===== src/rtl/hatch_sequencer.sv =====
// rtl/hatch_sequencer.sv - egg-hatch display sequencer: timed incubation stages, temperature fault handling
module hatch_sequencer #(
    parameter int NUM_STAGES     = 12,
    parameter int TICK_DIV       = 1000,
    parameter int STAGE_SEC      = 5,
    parameter int TEMP_FAULT_SEC = 3
) (
    input  logic       clk,
    input  logic       rst,
    input  logic       start,
    input  logic       pause,
    input  logic       temp_ok,
    output logic [3:0] num,
    output logic       st,
    output logic       temp_alarm,
    output logic       done,
    output logic [2:0] state
);

    localparam int PW = (TICK_DIV > 1) ? $clog2(TICK_DIV) : 1;
    localparam int SW = (STAGE_SEC > 1) ? $clog2(STAGE_SEC) : 1;
    localparam int BW = (TEMP_FAULT_SEC > 1) ? $clog2(TEMP_FAULT_SEC) : 1;

    localparam logic [PW-1:0] PRESC_MAX = PW'(TICK_DIV - 1);
    localparam logic [SW-1:0] SEC_MAX   = SW'(STAGE_SEC - 1);
    localparam logic [BW-1:0] BAD_MAX   = BW'(TEMP_FAULT_SEC - 1);
    localparam logic [3:0]    NUM_LAST  = 4'(NUM_STAGES - 1);
    localparam logic [3:0]    NUM_PEN   = 4'(NUM_STAGES - 2);

    typedef enum logic [2:0] {
        S_IDLE  = 3'd0,
        S_RUN   = 3'd1,
        S_PAUSE = 3'd2,
        S_DONE  = 3'd3,
        S_FAULT = 3'd4
    } state_t;

    state_t        state_q, state_d;
    logic [PW-1:0] presc_q, presc_d;
    logic [SW-1:0] sec_q, sec_d;
    logic [BW-1:0] bad_q, bad_d;
    logic [3:0]    num_d;
    logic          st_d, alarm_d, done_d;
    logic          tick;

    assign state = state_q;
    assign tick  = (presc_q == PRESC_MAX);

    always_ff @(posedge clk or posedge rst) begin
        if (rst) begin
            state_q    <= S_IDLE;
            presc_q    <= '0;
            sec_q      <= '0;
            bad_q      <= '0;
            num        <= 4'd0;
            st         <= 1'b0;
            temp_alarm <= 1'b0;
            done       <= 1'b0;
        end else begin
            state_q    <= state_d;
            presc_q    <= presc_d;
            sec_q      <= sec_d;
            bad_q      <= bad_d;
            num        <= num_d;
            st         <= st_d;
            temp_alarm <= alarm_d;
            done       <= done_d;
        end
    end

    always_comb begin
        state_d = state_q;
        presc_d = presc_q;
        sec_d   = sec_q;
        bad_d   = bad_q;
        num_d   = num;
        st_d    = st;
        alarm_d = temp_alarm;
        done_d  = done;

        case (state_q)
            S_IDLE: begin
                st_d    = 1'b0;
                num_d   = 4'd0;
                alarm_d = 1'b0;
                done_d  = 1'b0;
                if (start) begin
                    state_d = S_RUN;
                    presc_d = '0;
                    sec_d   = '0;
                    bad_d   = '0;
                    st_d    = 1'b1;
                end
            end
            S_RUN: begin
                st_d    = 1'b1;
                alarm_d = ~temp_ok;
                // A pause on the tick cycle leaves presc at its max so the tick is retaken on resume
                if (pause) begin
                    state_d = S_PAUSE;
                end else begin
                    presc_d = tick ? '0 : presc_q + PW'(1);
                    if (tick) begin
                        if (temp_ok) begin
                            bad_d = '0;
                            if (sec_q == SEC_MAX) begin
                                sec_d = '0;
                                num_d = num + 4'd1;
                                if (num == NUM_PEN) begin
                                    state_d = S_DONE;
                                    done_d  = 1'b1;
                                    alarm_d = 1'b0;
                                end
                            end else begin
                                sec_d = sec_q + SW'(1);
                            end
                        end else if (bad_q == BAD_MAX) begin
                            state_d = S_FAULT;
                            alarm_d = 1'b1;
                        end else begin
                            bad_d = bad_q + BW'(1);
                        end
                    end
                end
            end
            S_PAUSE: begin
                st_d = 1'b1;
                if (pause) state_d = S_RUN;
            end
            S_DONE: begin
                st_d    = 1'b1;
                num_d   = NUM_LAST;
                done_d  = 1'b1;
                alarm_d = 1'b0;
                if (start) begin
                    state_d = S_RUN;
                    presc_d = '0;
                    sec_d   = '0;
                    bad_d   = '0;
                    num_d   = 4'd0;
                    done_d  = 1'b0;
                end
            end
            S_FAULT: begin
                st_d    = 1'b1;
                alarm_d = 1'b1;
                if (start) begin
                    state_d = S_IDLE;
                    presc_d = '0;
                    sec_d   = '0;
                    bad_d   = '0;
                    num_d   = 4'd0;
                    alarm_d = 1'b0;
                    st_d    = 1'b0;
                end
            end
            default: begin
                state_d = S_IDLE;
            end
        endcase
    end

endmodule


===== config.mk =====
export PLATFORM = sky130hd
export DESIGN_NAME = hatch_sequencer
export DESIGN_NICKNAME = d
export VERILOG_FILES = /design/src/rtl/hatch_sequencer.sv
export SDC_FILE = /design/constraint.sdc
export NUM_CORES = 1
export LEC_CHECK = 0
export ABC_AREA = 1
export CORE_MARGIN = 2
export CORE_UTILIZATION = 24
export DETAILED_ROUTE_END_ITERATION = 6
export MAX_ROUTING_LAYER = met4
export PLACE_DENSITY_LB_ADDON = 0.3
export SYNTH_ARGS = -nofsm -noshare
export SYNTH_HDL_FRONTEND = slang
export SYNTH_SLANG_ARGS = --single-unit
export TNS_END_PERCENT = 20

===== constraint.sdc =====
create_clock -name clk -period 1.53 [get_ports clk]
set_input_delay 0.153 -clock clk [delete_from_list [all_inputs] [get_ports clk]]
set_output_delay 0.153 -clock clk [all_outputs]
set_load 0.05 [all_outputs]

# ---- Word level (Yosys, flattened, before mapping)
# Cells that the tools add are included.
dict set report word_totals {
  regBits 25
  input_bits 5
  out_inout_bits 10
  wordCells 98
}
dict set report classes {
  addsub 4
  n_eq_ne 22
  n_mux 48
  bitwise_logic 1
  reduce_logical 15
}
# cell count
set ops {}
lappend ops {{2-to-1 mux 3 bit} 13}
lappend ops {{2-to-1 mux 10 bit} 3}
lappend ops {{2-to-1 mux 4 bit} 6}
lappend ops {{case mux 10 bit (2 select lines)} 1}
lappend ops {{case mux 4 bit (4 select lines)} 1}
lappend ops {{!= test 2 bit, second input constant} 7}
lappend ops {{2-to-1 mux 1 bit} 13}
lappend ops {{!= test 4 bit, second input constant} 3}
lappend ops {{case mux 3 bit (4 select lines)} 1}
lappend ops {{AND reduction 6 bit} 2}
lappend ops {{adder 10 x 1 -> 10 bit, second input constant} 1}
lappend ops {{== test 10 bit, second input constant} 1}
lappend ops {{2-to-1 mux 2 bit} 5}
lappend ops {{AND reduction 5 bit} 2}
lappend ops {{case mux 1 bit (3 select lines)} 3}
lappend ops {{nonzero test 3 bit} 3}
lappend ops {{AND reduction 7 bit} 1}
lappend ops {{== test 3 x 2 -> 1 bit, second input constant} 2}
lappend ops {{== test 3 bit, second input constant} 2}
lappend ops {{!= test 3 bit, second input constant} 2}
lappend ops {{case mux 3 bit (2 select lines)} 1}
lappend ops {{OR reduction 3 bit} 2}
lappend ops {{adder 4 x 1 -> 4 bit, second input constant} 1}
lappend ops {{== test 4 bit, second input constant} 1}
lappend ops {{12 further kinds} 13}

# ---- Depth between registers and ports, before layout
# Gate-level depths: netlist of the first run.
dict set report depth {
  word_depth 7
  ltp_mapped 11
  mapped_depth_nobuf 11
}

# ---- Worst setup path before layout of the first run
# OpenSTA, ideal clock, no wires.
dict set report synth_path {
  kind {flip-flop to flip-flop}
  startpoint {reg state_q[0], in the netlist state[0]}
  endpoint {reg presc_q[4]}
  setup_time_ns 0.119
  t_arrival_ns 1.604
  t_required_ns 1.411
  slack_ns -0.193
  stages_incl_launch_ff 10
  path_buffers 2
  period_less_slack_ns 1.723
  cell_sequence {dfrtp_1 -> buf_6 -> inv_1 -> nor2_1 -> nand3_4 -> nand2_2 -> nor2_2 -> buf_6 -> a21oi_1 -> nor2_1}
}
dict set report synth_between {
  elab_chain_cells 4
  word_cells_on_any_way 10
  classes_between {5 x eq/ne; 1 x mux; 4 x reduce/logical}
}
# element line_no
set synth_rtl {}
lappend synth_rtl {{from (decl)} 38} ;# state_t state_q, state_d;
lappend synth_rtl {{from (signal assigned)} 60} ;# state_q <= state_d;
lappend synth_rtl {{== test 3 bit, or another cell as far along} 81} ;# case (state_q)
lappend synth_rtl {{OR reduction 3 bit (no line)} --}
lappend synth_rtl {{!= test 2 x 1 -> 1 bit (no line) / nonzero test 2 bit (equally long branches)} --}
lappend synth_rtl {{AND reduction 3 bit (no line)} --}
lappend synth_rtl {{to (signal assigned)} 61} ;# presc_q <= presc_d;
lappend synth_rtl {{to (decl)} 39} ;# logic [PW-1:0] presc_q, presc_d;
# Several ways; a longest one is shown, not always the timed one.
# A chain may end at the register's enable or synchronous reset.

# ---- Final worst setup path of the first run
dict set report layout_path {
  startpoint {reg presc_q[1]}
  endpoint {reg state_q[0], in the netlist state[0]}
}
dict set report layout_between {
  elab_chain_cells 3
}
# element line_no
set layout_rtl {}
lappend layout_rtl {{== test 10 bit} 47} ;# assign tick = (presc_q == PRESC_MAX);
lappend layout_rtl {{!= test 3 bit (no line)} --}
lappend layout_rtl {{AND reduction 7 bit (no line)} --}
# Every way passes these cells.

==> qor.yml, run 1 <==
worst_setup_path:
  critPathBufInv: 0
  startpoint: "presc_q[1]"
  cp-end-kind: "register"
  worstSetupPathDepth: 10
  crit_family: "simple AND/OR/NAND/NOR gates"
  cp.required_ns: 1.71
  r2r_slack_ns: 0.07
  worstRegToRegCells: 10
  r2r-start: "presc_q[1]"
  crit_arrival_ns: 1.63
  start_kind: "register"
  crit_chain: "ha_2 -> nand2_2 -> nor2_2 -> nand3_2 -> nand2_4 -> nand2_2 -> nand2_4 -> nand2_2 -> nand2_1 -> nand2_1"
  worstSetupEndpoint: "state[0]"
  critPathSlowestCell: "dfrtp_1"
  crit_top_cell: "nand2_2"
  cp_max_fo: 5
  worstReg2RegEnd: "state[0]"
  cp_slowest_stage_delay_ns: 0.37
  crit_type: "register to register"
sta:
  fin_skew_ns: 0.00611
  hold-worst-slack_ns: 0.215
  setup-violations-final: 0
  rsz0062_at_grt: "true"
  max_slew.worst_pin.slew_ns: 0.336
  fmax_mhz: 686
  slew_violations: 0
  fin_crit_sh_pct: 95.2
  final_critical_path_setup_slack_ns: 0.0730
  hold_violations: 0
  period_needed_ns: 1.46
  max-slew-margin-rel_pct: 77.6
detailed_routing:
  via_per_inst: 4.28
  wirelength_um: 4150
  dr.first_iter.drc_count: 82
  avgRoutedWirePerCell_um: 10.9
  ant_nets: 0
  firstDrtPassIters: 4
  vias: 1625
  detail_route.drc_violations: 0
worst_hold_path:
  hp-class: "primary input to async pin"
synth:
  syn_inst: 243
  yosysWarnings: 0
  ys_seq_elements: 25
  syn_area_mm2: 0.00172
  async_flop_share_pct: 100
  seq_area_frac_synth_pct: 36.4
  syn-num-nets: 254
  synth.distinct_cells: 29
  ys.flop_type: "dfrtp_1"
  avgSynthCellArea_um2: 7.07
  synth_edf_count: 0
floorplan:
  chipWidth_um: 88.6
  die_h_um: 88.6
  std_cell_rows: 30
  io_pins: 15
  die-area_mm2: 0.00786
  initial_core_util_pct: 25.0
  core_area_mm2: 0.00687
place:
  gp_congestion: 0.880
  place_area_mm2: 0.00212
  post-dp-hpwl_um: 3090
  dp_slack_ns: 0.00146
  numPortBuffers: 14
global_route:
  grt_overflow_total: 0
  grt_first_pass_wirelength_um: 7310
  track_usage_pct: 12.1
  grt_pass1_vias: 1615
  grt_max_degree: 26
  grt_antenna_before_repair: 0
clocking:
  clk_pin_slew_ns: 0.10
  cts-root-buf: "clkbuf_8"
  cts_max_path_buffers: 2
  cts_made_buffers: 3
  cts_htree_levels: 1
  cts_tree: "built"
  cts_sinks: 25
  clock_latency_ns: 0.28
  cts_hold_buffers: 0
final_layout:
  layout-drive-gt1-share_pct: 29.6
  design_area_mm2: 0.00231
  layout.nets: 296
  diodes: 0
  syn2layout_area_growth_pct: 34.2
  fillers: 739
run:
  max_cap_violations: 0
power_and_ir_drop:
  p_per_area_mw_per_mm2: 1990
  leakagePower_uw: 0.00119
  ir_worst_vdd_mv: 0.773
run_status:
  status: "finished clean"
[metal layers]
metal | vias to the layer above | part of all wire, % | GRT usage, %
li1 | 861 | - | -
met3 | 7 | 1.6 | 1.40
met2 | 20 | 43 | 18.2
met4 | 0 | 2.2 | 4.55
met5 | - | 0 | -
met1 | 737 | 53 | 16.5
[cell families (layout without fill, tap and decap cells)]
group	after synthesis	count (layout)	share of synthesized area, %
adder cells (fa/ha/maj)	6	6	4.37
buffers and inverters	39	80	9.61
AND/OR/NAND/NOR	148	148	41.0
flip-flops	25	25	36.4
XOR/XNOR	1	1	0.510
AO/OA/AOI/OAI	24	24	8.08
[Yosys cell counts (2+ instances only)]
master | instances | area, um^2
o21ai_0 | 6 | 30.0
o21ai_2 | 3 | 26.3
nand2_2 | 3 | 18.8
o21ai_1 | 5 | 25.0
nand2_1 | 71 | 267
nand4_1 | 10 | 62.6
inv_1 | 31 | 116
nand3_4 | 3 | 52.6
buf_6 | 2 | 22.5
inv_2 | 4 | 15.0
a21oi_1 | 6 | 30.0
nor2_1 | 31 | 116
a31oi_1 | 2 | 12.5
nand3_2 | 2 | 20.0
nand3_1 | 17 | 85.1
dfrtp_1 | 25 | 626
nor2_4 | 2 | 22.5
ha_1 | 6 | 75.1
nor2_2 | 4 | 25.0
[repair_timing]
item,4_1_cts,5_1_grt
pin swaps,1,13
endpoints found under the setup margin,1,21
gates resized for setup,0,31
buffers inserted,2,4
[tightest hold or removal path: stages]
cell and delay [ns]:
clkdlybuf4s50_1 0.40, inv_1 0.05, buf_4 0.31
[worst min path at each step]
stage / to / slack, ns / cells past startpoint
2_1_floorplan: bad_q[0] / 0.18 / 1
3_3_place_gp: bad_q[1] / 0.47 / 2
3_5_place_dp: presc_q[7] / 0.47 / 2
4_1_cts: sec_q[2] / 0.25 / 3
5_1_grt: sec_q[2] / 0.28 / 3
6_report: sec_q[2] / 0.22 / 3
[metrics by stage]
stage,std cells,utilization [%],total power [uW],TNS (ns)
2_1_floorplan,243,-,2970,-0.265
3_3_place_gp,370,30.9,3840,0
3_5_place_dp,370,30.9,3860,0
4_1_cts,376,31.8,4320,0
5_1_grt,380,33.6,4990,-0.266
6_report,380,33.6,4590,0
[layout by cell type, fill, tap and decap left out, types with 2 or more instances in the layout]
cell and count:
ha_2 2, nand2_1 65, nand4_1 10, ha_1 4
nor2_2 7, inv_2 5, nand3_1 17, inv_1 28
nor2_4 5, o21ai_0 2, nand2_4 4, nor2_1 25
nand2_2 6, clkdlybuf4s50_1 4, inv_4 3, o21ai_2 3
clkbuf_8 3, nand3_4 4, buf_4 31, a21oi_1 5
o21ai_1 9, buf_12 4, dfrtp_2 3, a31oi_1 2
dfrtp_1 22
[flip-flops by register name, indices dropped and copies added, names as in the netlist]
name and count:
bad_q 2, done 1, num 4, presc_q 10, sec_q 3, st 1, state 3, temp_alarm 1
[final cells by class]
class                           count  area, um^2  share of cell area, %
Clock inverter                      1        5.00                  0.217
Inverter                           36         143                   6.18
Multi-Input combinational cell    179        1000                   43.5
Tap cell                           96         120                   5.21
Timing Repair Buffer               40         364                   15.8
Sequential cell                    25         629                   27.3
Clock buffer                        3        41.3                   1.79
[power by group]
group / leakage, uW / internal [uW] / total [uW] / switching, uW
combinational: 0.000837 / 1220 / 3060 / 1840
clock: 0.0000255 / 183 / 432 / 249
sequential: 0.000325 / 871 / 1100 / 227
(Power assumes the default switching activity.)
==> run 2, diff against run 1 <==
--- a/config.mk
+++ b/config.mk
@@ -9,9 +9,10 @@
 export CORE_MARGIN = 2
 export CORE_UTILIZATION = 24
 export DETAILED_ROUTE_END_ITERATION = 6
+export HOLD_SLACK_MARGIN = 0.03
 export MAX_ROUTING_LAYER = met4
 export PLACE_DENSITY_LB_ADDON = 0.3
 export SYNTH_ARGS = -nofsm -noshare
 export SYNTH_HDL_FRONTEND = slang
 export SYNTH_SLANG_ARGS = --single-unit
-export TNS_END_PERCENT = 20
+export TNS_END_PERCENT = 5
==> run 2 against run 1 <==
  * Fmax about the same
  * Largest power group unchanged
  * Critical endpoint unchanged
  * Cell area fell by 2.2%
  * Clock skew barely moved
  * Flip-flop and latch count unchanged
  * First-iteration DRC count is 3.7% higher
==> qor.yml, run 2 (same netlist as run 1, synthesis figures left out) <==
final_layout:
  largest_register_ffs: 10  # unchanged
  ff_latch_area_um2: 629  # unchanged
  largest_registers: "presc_q (10), num (4)"  # unchanged
  top_register: "presc_q"  # unchanged
  final_cell_mix: "66 x nand2_1, 30 x inv_1, 27 x buf_4, 26 x nor2_1, 22 x dfrtp_1"  # was 65 x nand2_1, 31 x buf_4, 28 x inv_1, 25 x nor2_1, 22 x dfrtp_1
  final_common_cell: "nand2_1"  # unchanged
  multi_input_area_um2: 993  # was 0.00100 mm^2
  instances_no_fill: 375  # was 380
  fillers: 731  # was 739
  diodes: 0  # unchanged
  layout-drive-gt1-share_pct: 25.8  # was 29.6%
  syn2layout_area_growth_pct: 31.2  # was 34.2%
  layout.nets: 291  # was 296
  design_area_mm2: 0.00226  # was 0.00231 mm^2
sta:
  max-slew-margin-rel_pct: 77.3  # was 77.6%
  rsz0062_at_grt: "true"  # unchanged
  hold_violations: 0  # unchanged
  fmax_mhz: 686  # about the same
  final_critical_path_setup_slack_ns: 0.0730  # about the same
  slew_violations: 0  # unchanged
  setup_tns_ns: 0  # unchanged
  max_slew.worst_pin.slew_ns: 0.341  # was 0.336 ns
  fin_skew_ns: 0.00593  # was 0.00611 ns
  setup-violations-final: 0  # unchanged
  period_needed_ns: 1.46  # about the same
  fin_crit_sh_pct: 95.2  # about the same
global_route:
  grt_max_degree: 26  # unchanged
  grt_pass1_vias: 1537  # was 1,615
  grt_first_pass_wirelength_um: 6880  # was 7310 um
  track_usage_pct: 11.4  # was 12.1%
  grt_antenna_before_repair: 0  # unchanged
  grt_overflow_total: 0  # unchanged
worst_hold_path:
  hp-class: "primary input to async pin"  # unchanged
clocking:
  cts_htree_levels: 1  # unchanged
  cts_sinks: 25  # unchanged
  clk_pin_slew_ns: 0.09  # was 0.10 ns
  clock_latency_ns: 0.27  # was 0.28 ns
  cts-root-buf: "clkbuf_8"  # unchanged
  cts_max_path_buffers: 2  # unchanged
  cts_made_buffers: 3  # unchanged
  cts_tree: "built"  # unchanged
  cts_hold_buffers: 0  # unchanged
worst_setup_path:
  start_kind: "register"  # unchanged
  crit_arrival_ns: 1.63  # about the same
  crit_chain: "ha_2 -> nand2_2 -> nor2_2 -> nand3_2 -> nand2_4 -> nand2_2 -> nand2_2 -> nand2_1 -> nand2_1 -> nand2_1"  # was ha_2 -> nand2_2 -> nor2_2 -> nand3_2 -> nand2_4 -> nand2_2 -> nand2_4 -> nand2_2 -> nand2_1 -> nand2_1
  cp_slowest_stage_delay_ns: 0.37  # about the same
  critPathSlowestCell: "dfrtp_1"  # unchanged
  cp.required_ns: 1.70  # was 1.71 ns
  crit_family: "simple AND/OR/NAND/NOR gates"  # unchanged
  cp_max_fo: 5  # unchanged
  critPathBufInv: 0  # unchanged
  cp-end-kind: "register"  # unchanged
  crit_type: "register to register"  # unchanged
detailed_routing:
  dr.first_iter.drc_count: 85  # was 82
  wirelength_um: 3980  # was 4150 um
  avgRoutedWirePerCell_um: 10.6  # was 10.9 um
  vias: 1583  # was 1,625
  ant_nets: 0  # unchanged
  detail_route.drc_violations: 0  # unchanged
  via_per_inst: 4.22  # was 4.28
  firstDrtPassIters: 4  # unchanged
place:
  dp_slack_ns: -0.0192  # was 0.00146 ns
  post-dp-hpwl_um: 3000  # was 3090 um
  dpl.cell_count: 368  # was 370
  gp_congestion: 0.838  # was 0.880
  numPortBuffers: 14  # unchanged
  place_area_mm2: 0.00212  # about the same
floorplan:
  initial_core_util_pct: 25.0  # unchanged
  core_area_mm2: 0.00687  # unchanged
  chipWidth_um: 88.6  # unchanged
  io_pins: 15  # unchanged
  std_cell_rows: 30  # unchanged
  die-area_mm2: 0.00786  # unchanged
  die_h_um: 88.6  # unchanged
power_and_ir_drop:
  power_frac_seq_pct: 24.3  # was 23.9%
  clockPowerShare_pct: 9.1  # was 9.4%
  internal-power_uw: 2220  # was 2270 uW
  p_sw_uw: 2250  # was 2310 uW
  leakagePower_uw: 0.00116  # was 0.00119 uW
  ir_worst_vdd_mv: 0.767  # was 0.773 mV
  p_per_area_mw_per_mm2: 1980  # was 1990 mW/mm^2
  finalPower_uw: 4480  # was 4590 uW
  power_frac_comb_pct: 66.6  # about the same
  switching_share_pct: 50.3  # was 50.4%
run_status:
  status: "finished clean"  # unchanged
run:
  max_cap_violations: 0  # unchanged
run 2: cell type report:
type                    instances  area share, %
multi-input cells             179           44.0
flip-flops and latches         25           27.9
repair buffers                 35           14.3
inverters                      36           6.43
well taps                      96           5.32
clock buffers                   4           2.00
run 2: per-stage QoR:
step / utilization (%) / hold WS [ns]
after CTS: 31.5 / 0.243
after floorplan: - / 0.180
after global routing: 32.8 / 0.282
after global placement: 30.8 / 0.471
final: 32.8 / 0.238
after detailed placement: 30.8 / 0.477
run 2: final timing paths:
| check | start | endpoint | slack, ns | depth (start not counted) |
|---|---|---|---|---|
| min | rst | num[2] | 0.24 | 3 |
| max in group asynchronous | rst | state[1] | 1.02 | 3 |
| max reg2reg | presc_q[0] | state[0] | 0.07 | 10 |
| max | presc_q[0] | state[0] | 0.07 | 10 |
| min in group clk | bad_q[1] | bad_q[1] | 0.50 | 2 |
| min reg2reg | bad_q[1] | bad_q[1] | 0.50 | 2 |
run 2: per-layer routing:
metal / up-vias / part of all wire, % / global-route usage, % / wire [um]
met5: - / 0 / - / 0
met4: 0 / 1.4 / 3.44 / 55
met3: 4 / 1.7 / 1.21 / 68
met2: 16 / 45 / 17.8 / 1800
met1: 709 / 52 / 15.5 / 2060
li1: 854 / - / - / -
run 2: worst min-delay path: cells and delay by family:
kind	cells	cell delay (ns)
buf+inv	3	0.77
run 2: power by group through the flow:
stage,sequential (uW),clock [uW],combinational (uW)
2_1_floorplan,1400,0,1570
3_5_place_dp,1100,0,2780
3_3_place_gp,1100,0,2750
4_1_cts,1090,439,2790
6_report,1090,408,2980
5_1_grt,1120,455,3300
run 2: timing repair:
item | in CTS | in global routing
endpoints found under the setup margin | 4 | 20
buffers inserted | 0 | 3
pin swaps | 0 | 6
gates resized for setup | 1 | 23
